### config.mk
export PLATFORM = sky130hd
export DESIGN_NAME = fetch_queue
export DESIGN_NICKNAME = d
export VERILOG_FILES = /design/src/rtl/fetch_queue.sv
export SDC_FILE = /design/constraint.sdc
export NUM_CORES = 1
export LEC_CHECK = 0
export CAP_MARGIN = 30
export CORE_MARGIN = 4
export CORE_UTILIZATION = 56
export CTS_BUF_LIST = sky130_fd_sc_hd__clkbuf_16
export CTS_CLUSTER_SIZE = 20
export DETAILED_ROUTE_END_ITERATION = 8
export PLACE_DENSITY = 0.84
export SYNTH_ARGS = -nofsm -noshare
export SYNTH_HDL_FRONTEND = slang
export SYNTH_SLANG_ARGS = --single-unit
### constraint.sdc
create_clock -name clk -period 2.5 [get_ports clk]
set_clock_uncertainty 0.2 [all_clocks]
set_input_delay 0.5 -clock clk [delete_from_list [all_inputs] [get_ports clk]]
set_output_delay 0.5 -clock clk [all_outputs]
set_load 0.005 [all_outputs]
### src/rtl/fetch_queue.sv
// Prefetch FIFO between instruction fetch and decode; a taken branch (flush_F) empties it.
// Optional zero-latency pass-through when empty is enabled by defining FETCH_QUEUE_BYPASS_EN.
module fetch_queue #(
    parameter int unsigned DEPTH = 4,
    parameter int unsigned N     = 64
) (
    input  logic                     clk,
    input  logic                     reset,
    input  logic                     enq_valid_F,
    input  logic [N-1:0]             enq_pc_F,
    input  logic [31:0]              enq_instr_F,
    output logic                     enq_ready_F,
    input  logic                     flush_F,
    output logic                     deq_valid_D,
    output logic [N-1:0]             deq_pc_D,
    output logic [31:0]              deq_instr_D,
    input  logic                     deq_ready_D,
    output logic [$clog2(DEPTH):0]   count,
    output logic                     full,
    output logic                     empty
);

    localparam int unsigned PtrW = $clog2(DEPTH);
    localparam logic [PtrW:0] FullCount = (PtrW + 1)'(DEPTH);

    logic [N-1:0]    pc_q    [DEPTH];
    logic [31:0]     instr_q [DEPTH];
    logic [PtrW-1:0] rd_ptr_q, wr_ptr_q;
    logic [PtrW:0]   count_q, count_d;

    logic bypass, pass_through, enq_fire, deq_fire, push, pop, head_valid;

    assign full        = (count_q == FullCount);
    assign empty       = (count_q == '0);
    assign count       = count_q;
    assign enq_ready_F = !full && !flush_F;
    assign head_valid  = !empty && !flush_F;

`ifdef FETCH_QUEUE_BYPASS_EN
    assign bypass = empty && enq_valid_F && !flush_F;
`else
    assign bypass = 1'b0;
`endif

    assign deq_valid_D  = head_valid || bypass;
    assign enq_fire     = enq_valid_F && enq_ready_F;
    assign deq_fire     = deq_valid_D && deq_ready_D;
    // A bypassed entry consumed in the same cycle never touches storage.
    assign pass_through = bypass && deq_ready_D;
    assign push         = enq_fire && !pass_through;
    assign pop          = deq_fire && !pass_through;

    always_comb begin
        deq_pc_D    = '0;
        deq_instr_D = '0;
        if (head_valid) begin
            deq_pc_D    = pc_q[rd_ptr_q];
            deq_instr_D = instr_q[rd_ptr_q];
        end else if (bypass) begin
            deq_pc_D    = enq_pc_F;
            deq_instr_D = enq_instr_F;
        end
    end

    always_comb begin
        count_d = count_q;
        unique case ({push, pop})
            2'b10:   count_d = count_q + (PtrW + 1)'(1);
            2'b01:   count_d = count_q - (PtrW + 1)'(1);
            default: count_d = count_q;
        endcase
    end

    always_ff @(posedge clk or negedge reset) begin
        if (!reset) begin
            rd_ptr_q <= '0;
            wr_ptr_q <= '0;
            count_q  <= '0;
            for (int i = 0; i < int'(DEPTH); i++) begin
                pc_q[i]    <= '0;
                instr_q[i] <= '0;
            end
        end else if (flush_F) begin
            // Storage is left stale; cleared pointers keep it from being presented.
            rd_ptr_q <= '0;
            wr_ptr_q <= '0;
            count_q  <= '0;
        end else begin
            if (push) begin
                pc_q[wr_ptr_q]    <= enq_pc_F;
                instr_q[wr_ptr_q] <= enq_instr_F;
                wr_ptr_q          <= wr_ptr_q + PtrW'(1);
            end
            if (pop) begin
                rd_ptr_q <= rd_ptr_q + PtrW'(1);
            end
            count_q <= count_d;
        end
    end

endmodule

==> summary by stage, run 1 <==
Critical path
STA classifies the critical path endpoint as an output pin. On the critical path, the stage with the largest delay is an instance of dfrtp_4. Among the stages of the critical path, the cell type that occurs most often is buf_12.

The critical path launch point is rd_ptr_q[0]. The top fanout value on the critical path is 8. The type of origin of the critical path is a flop. In this design, the stage delay of the slowest critical-path cell is ~500 ps. The path type of the worst setup path is reg2out. The flop-to-flop setup slack is 200 ps. For the worst setup path, the data arrival time is approximately 2300 ps.

The required time of the worst setup path is about 1800 ps. The startpoint identified for the worst register-to-register timing path is count[1]. Walking the worst path, the cells encountered are buf_12 -> buf_12 -> buf_12 -> buf_6 -> mux4_2 -> and2_1 -> buf_2.

Floorplanning
The floorplan has 64 rows. The initial utilization of the core area, before any placement, comes to 57.2%. The floorplan step defined a core boundary enclosing 0.0307 mm^2.

For this design the top-level I/O count stands at slightly above 200. The area of the die is 0.0343 mm^2. The floorplan step set the die width to about 190 um.

The overall die height is around 190 um.

Finish
The synthesis-to-layout area growth is 29.9%. The area of all placed cells without fillers is 0.0228 mm^2. The footprint of the flip-flops and latches is between 0.009 and 0.01 mm^2. The final design utilization is ~74%. Of the cells placed in the final design, the portion with a size suffix greater than 1 is ~48%. In the layout the commonest cells are dfrtp_1, mux2_2, mux2_1. The multi-input combinational cells in the finished layout cover a total of 0.00763 mm^2.

The fill cell total of the finished layout is between 1500 and 2000. The commonest non-fill, non-tap cell in the layout is dfrtp_1. The layout net count is between 1500 and 2000.

Min path
The tightest min-delay check is of the reg2reg type. The beginning of the worst hold path is pc_q[110].

STA
The final-report hold violation count is 0. Setup violations remaining at the end of the flow were counted as 96. In the post-route analysis, the smallest setup slack over all paths is -522 ps. Setup repair after global routing could not meet its margin everywhere. The routed design could run at a clock period as short as between 3000 and 4000 ps.

Timing would allow up to around 0.33 GHz. The total count of max-transition violations in the final report is 0. At the pin with the least slew margin, the transition time is 506 ps. Dividing the final minimum period by the clock period gives 121%.

The worst-case headroom to the max-slew limit is 66.3%.

Yosys
The synthesized instance count is roughly 1100. Counting distinct cell types in the post-synthesis netlist gives 28. The area of the mapped netlist is ~0.018 mm^2. The number of nets in the synthesized netlist is approximately 1200. Of the synthesized area, sequential elements account for 55.6%. The number of warnings reported in the yosys synthesis log is 0. Averaged over all synthesized cells, the footprint is about 16 um^2. After synthesis the netlist holds a flip-flop and latch count of around 390.

Clock network
The tree built by TritonCTS fans out to ~400 sinks. The insertion delay to the later sink of the worst-skew pair is between 500 and 600 ps. The total clock buffers created by CTS is around 40. The level count of the clock H-tree is 2. After clock tree synthesis, the clock-pin slew on the worst setup and hold paths is 60 ps. The maximum root-to-sink buffer count is 3. CTS placed an instance of clkbuf_16 at the clock tree root.

The TritonCTS clock tree is built.

Route
After detailed routing, the total wire length is around 42 mm. The via density per instance is 5.80. For this block, the via count after detailed routing is ~11000.

The number of DRC markers after the initial detailed-route iteration is 470. The DRC violation count after routing is 0. In the final routed layout, each cell accounts on average for 23.0 um. For this run, the detailed router's first-pass iteration total came to 4. The detail route stage leaves a number of antenna-violating nets equal to 0.

Run status
The checks that failed: setup timing. The flow ran to the end, but the final reports show violations.

Global routing
The total congestion overflow after global routing is 0. The number of global-route vias before repair is ~12000. Entering global routing, the biggest net connects a little under 60 pins.

The total routing usage reported by global routing is 25.2%. The initial antenna violation count is 3. The first global-routing pass estimated between 60 and 70 mm of wire.

Power and ir drop
The highest ir drop seen on vdd is just over 0.7 mV. The power per unit of standard cell area is about 1100 mW/mm^2. For this design the static power due to leakage is 10.4 nW.

Place
The final weighted congestion in routability-driven placement is about 0.74. The detailed-placement wirelength estimate is roughly 26 mm. The number of port buffers is 203. In this run the cell area measured after placement is around 0.021 mm^2.

Run
The tool flagged a number of max-cap violations equal to 0.
## state kept, by name, summed over array words and instances, names as in the netlist
| name | cells |
|---|---|
| rd_ptr_q | 2 |
| wr_ptr_q | 2 |
| pc_q | 256 |
| count | 3 |
| instr_q | 128 |
## synthesized netlist by cell type (all sizes together)
library cell | count | area [um^2]
a21boi | 1 | 7.51
a21oi | 2 | 10.0
a221oi | 1 | 8.76
and2 | 97 | 607
buf | 53 | 307
clkbuf | 20 | 75.1
dfrtp | 391 | 9780
fa | 1 | 20.0
ha | 4 | 50.1
inv | 5 | 18.8
mux2 | 385 | 4340
mux2i | 2 | 20.0
mux4 | 96 | 2160
nand2 | 4 | 15.0
nand2b | 3 | 18.8
nor2 | 9 | 33.8
nor3 | 4 | 25.0
nor3b | 2 | 20.0
o22ai | 2 | 12.5
o32ai | 1 | 8.76
xnor2 | 4 | 35.0
xor2 | 1 | 8.76
## cell families (layout without fill, tap and decap cells)
logic type / count (synthesis) / after routing / share of synthesized area (%)
mux: 483 / 483 / 37.1
flops: 391 / 391 / 55.6
simple gates: 119 / 119 / 4.09
buf+inv: 78 / 413 / 2.28
compound gates: 7 / 7 / 0.270
fa+ha+maj: 5 / 5 / 0.399
xor+xnor: 5 / 5 / 0.249
other cells: 0 / 1 / 0
## worst paths after layout
path                                end  depth (start not counted)
setup reg to reg           instr_q[120]                          8
max in group asynchronous      pc_q[73]                          3
min in group asynchronous     pc_q[219]                          2
hold / removal                pc_q[110]                          1
hold reg to reg               pc_q[110]                          1
setup / recovery           deq_pc_D[46]                          7
## stage by stage
step,worst slack [ps],setup TNS [ps],hold slack [ps],std cells,power [mW]
floorplan,163,0,4.41,1088,14.4
global placement,-275,-50190,268,1693,16.8
detailed placement,-348,-65940,275,1693,17.2
CTS,-507,-37280,289,1819,23.9
global route,-578,-40050,298,1819,25.3
finish,-522,-35210,285,1820,24.0
## report_power, final
group          leakage, nW  switching [mW]  internal [mW]  total (mW)
sequential            4.89            1.36           8.96        10.3
combinational         4.86            2.80           5.30        8.10
clock                0.627            2.41           3.17        5.59
total                 10.4            6.57           17.4        24.0
## cell type report
class,instances,share of cell area (%)
antenna,1,0.0110
timing repair buffer,338,16.2
multi-input combinational,619,33.4
clock buffer,41,4.49
tap,396,2.17
sequential,391,42.9
inverter,5,0.0822
clock inverter,29,0.794
## per-layer routing
layer	part of all wire (%)	vias up	global-route usage, %
li1	-	4595	-
met1	42	5619	34.0
met2	51	269	42.7
met3	5.4	64	5.38
met4	2.0	6	5.58
met5	0.091	-	0
## what timing repair did
item                                    CTS  global route
pin swaps                                97             6
resized for setup                       534            64
setup buffers                            49            12
cloned                                    8             0
hold buffers                              1             0
endpoints found under the setup margin  100            98
hold endpoints to repair                 45             0
## worst max-delay path: cells and delay by family (launching register included)
kind / cells / cell delay, ps
buffers and inverters: 5 / 670
DFF: 1 / 500
muxes: 1 / 460
and+or+nand+nor: 1 / 170
No activity file was read; power rests on OpenSTA's default activity.
==> run 2, diff against run 1 <==
==> config.mk (replaced) <==
export PLATFORM = sky130hd
export DESIGN_NAME = fetch_queue
export DESIGN_NICKNAME = d
export VERILOG_FILES = /design/src/rtl/fetch_queue.sv
export SDC_FILE = /design/constraint.sdc
export NUM_CORES = 1
export LEC_CHECK = 0
export CORE_MARGIN = 4
export CORE_UTILIZATION = 45
export CTS_BUF_LIST = sky130_fd_sc_hd__clkbuf_16
export CTS_CLUSTER_SIZE = 20
export DETAILED_ROUTE_END_ITERATION = 8
export PLACE_DENSITY = 0.7
export SYNTH_ARGS = -nofsm -noshare
export SYNTH_HDL_FRONTEND = slang
export SYNTH_SLANG_ARGS = --single-unit
==> summary by stage, run 2 (synthesis gave the netlist of run 1 again) <==
STA
The total count of max-transition violations in the final report is 0. The final critical path time including I/O delays and setup is about 3000 ps. At the pin with the least slew margin, the transition time is between 400 and 500 ps. Hold is met by about 270 ps. Headroom to the max-slew limit came out at ~70%. The number of setup violations in the final report is 96. Based on the critical path, the design can be clocked at up to 0.331 GHz. The post-route clock period utilization is 121%.

Setup repair after global routing could not meet its margin everywhere. The final critical-path setup slack is -522 ps. The final-report hold violation count is 0.

Critical path
The nature of the critical path endpoint is an output pin. The required time of the worst setup path is about 1800 ps. Along the worst path, the maximum fanout reaches 4. The cell seen most often among critical-path stages is buf_12. Counting both buffers and inverters, the worst setup path holds a total of 5. Traced cell by cell, the critical path runs through buf_12 -> buf_12 -> buf_12 -> buf_6 -> mux4_2 -> and2_4 -> buf_6.

In this design, the stage delay of the slowest critical-path cell is about 510 ps. Data on the critical path arrives at its endpoint at 2320 ps. The largest individual stage delay along the critical path comes from the cell dfrtp_4. STA classifies the critical path startpoint as a flop. The critical path in this run is classified as reg2out. The cell type group with the largest total delay on the critical path is buffers and inverters.

Power and ir drop
For this design the ratio of total power to cell area is 1030 mW/mm^2. The highest ir drop seen on vdd is around 0.74 mV. In this run the static leakage power is between 10 and 15 nW.

Finish
Once layout is complete, the cells apart from fillers number approximately 2000. The fill cell total of the finished layout is slightly below 3000. The final design utilization is between 60 and 70%.

Leaving out fill and tap cells, the most frequent cell in the layout is dfrtp_1. The synthesis-to-layout area growth is 32.5%. Counting flops per register, the top entry is pc_q. The top cell types in the final layout, fill and taps aside, are dfrtp_1, mux2_2, mux2_1. The number of flip-flops in the largest register is around 260. The area taken by multi-input logic gates is between 0.007 and 0.008 mm^2. In the final layout, flip-flops and latches occupy about 0.01 mm^2.

The layout net count is 1526. The fraction of final layout cells with drive strength greater than 1 is slightly below 50%.

Clock network
The number of clock sinks seen by CTS is 391. The total clock buffers created by CTS is 43. In this run the deepest clock path goes through 3 buffers.

Clock latency on the worst-skew pair, taken at its later pin, is 540 ps. The post-CTS clock slew at the launch and capture registers of the worst setup and hold paths is around 60 ps. TritonCTS built the clock tree. The level count of the clock H-tree is 2. The cell sitting at the root of the clock tree is a clkbuf_16.

Global routing
The met3 layer usage reported by global route is 3.86%. The initial antenna violation count is 4. The layer with the highest usage after global routing is met2.

The wire length of the first global-routing pass is 65.4 mm. The total routing usage reported by global routing is between 10% and 20%. Entering global routing, the biggest net connects around 50 pins. Global routing consumed, on the met2 layer, between 30% and 40% of the routing resources. The total congestion overflow after global routing is 0.

For this run, global-route usage on met1 was measured as between 20 and 30%. The number of global-route vias before repair is about 12000.

Min path
In this run the worst hold path is classified as in2async.

Place
At the end of routability-driven placement, the weighted congestion stood at around 0.75. The number of port buffers is slightly above 200. Timing analysis after detailed placement gives a worst setup slack of -370 ps. The HPWL after detailed placement is between 20 and 30 mm. The number of cells after detailed placement is about 1800.

Route
The via density per instance is between 5 and 6. The count of nets left with antenna violations after detail routing is 0. After detailed routing, the average wire length per cell comes to a little over 20 um. The count of TritonRoute iterations in the first routing pass is 4. The final wirelength is between 40 and 50 mm. After detailed routing, the number of remaining DRC violations is 0. The detailed-route via count is 10500. After the first detailed-routing iteration, the DRC count stood at roughly 370.

Floorplanning
The number of top-level pins is 204. The floorplan has 72 rows. The overall die height is 206 um. The floorplan step defined a core boundary enclosing around 0.039 mm^2. The floorplan step defined a die boundary enclosing around 0.042 mm^2. The die is roughly 200 um wide.

The initial utilization of the core area, before any placement, comes to roughly 45%.

Run status
The checks that failed: setup timing. The run finished, with violations left.

Run
Across the run, the number of max-cap violations was 0.
==> run 2: final cells by class <==
type | count | share of cell area [%]
repair buffers | 360 | 16.9
clock inverters | 29 | 0.623
inverters | 5 | 0.0805
diodes | 1 | 0.0107
flip-flops and latches | 391 | 42.0
multi-input cells | 619 | 32.7
well taps | 518 | 2.78
clock buffers | 45 | 4.83
==> run 2: what timing repair did <==
item	4_1_cts	5_1_grt
gates resized for setup	548	53
pin swaps	91	9
hold endpoints to repair	43	0
buffers inserted	61	12
hold buffers	1	0
gates cloned	4	1
endpoints found under the setup margin	100	151
==> run 2: power by group <==
group	switching (mW)	internal [mW]
logic	2.69	5.38
registers	1.25	8.95
clock network	2.45	3.32
==> run 2: path summary, 6_finish.rpt <==
check                      cells past startpoint  slack [ps]     endpoint   startpoint
max                                            7        -520  deq_pc_D[4]  rd_ptr_q[0]
min                                            2         270    pc_q[221]        reset
max reg2reg                                    9         130  instr_q[70]     count[1]
min reg2reg                                    1         290     pc_q[57]     pc_q[57]
max in group asynchronous                      3         990  instr_q[19]        reset
min in group clk                               1         290     pc_q[57]     pc_q[57]
==> run 2: per-layer routing <==
layer / vias to the layer above / wire length [um]
met5: - / 40
met4: 6 / 774
met3: 62 / 2080
met2: 224 / 19600
met1: 5505 / 18000
li1: 4667 / -
==> run 2: worst reg2reg max path, stage by stage (launching register included) <==
cell and delay [ps]:
dfrtp_1 390, buf_4 170, nor3b_4 210, buf_4 140, nor3_2 30, buf_4 160, buf_12 130, nand2_4 160
buf_16 270, mux2_2 400
==> run 2: metrics by stage <==
step / TNS (ps) / area [um^2] / total power [mW]
CTS: -45450 / 23300 / 24.2
floorplan: 0 / 17600 / 14.4
global route: -44310 / 23300 / 25.5
detailed placement: -81010 / 21100 / 17.3
global placement: -77840 / 21100 / 17.0
finish: -38490 / 23300 / 24.0
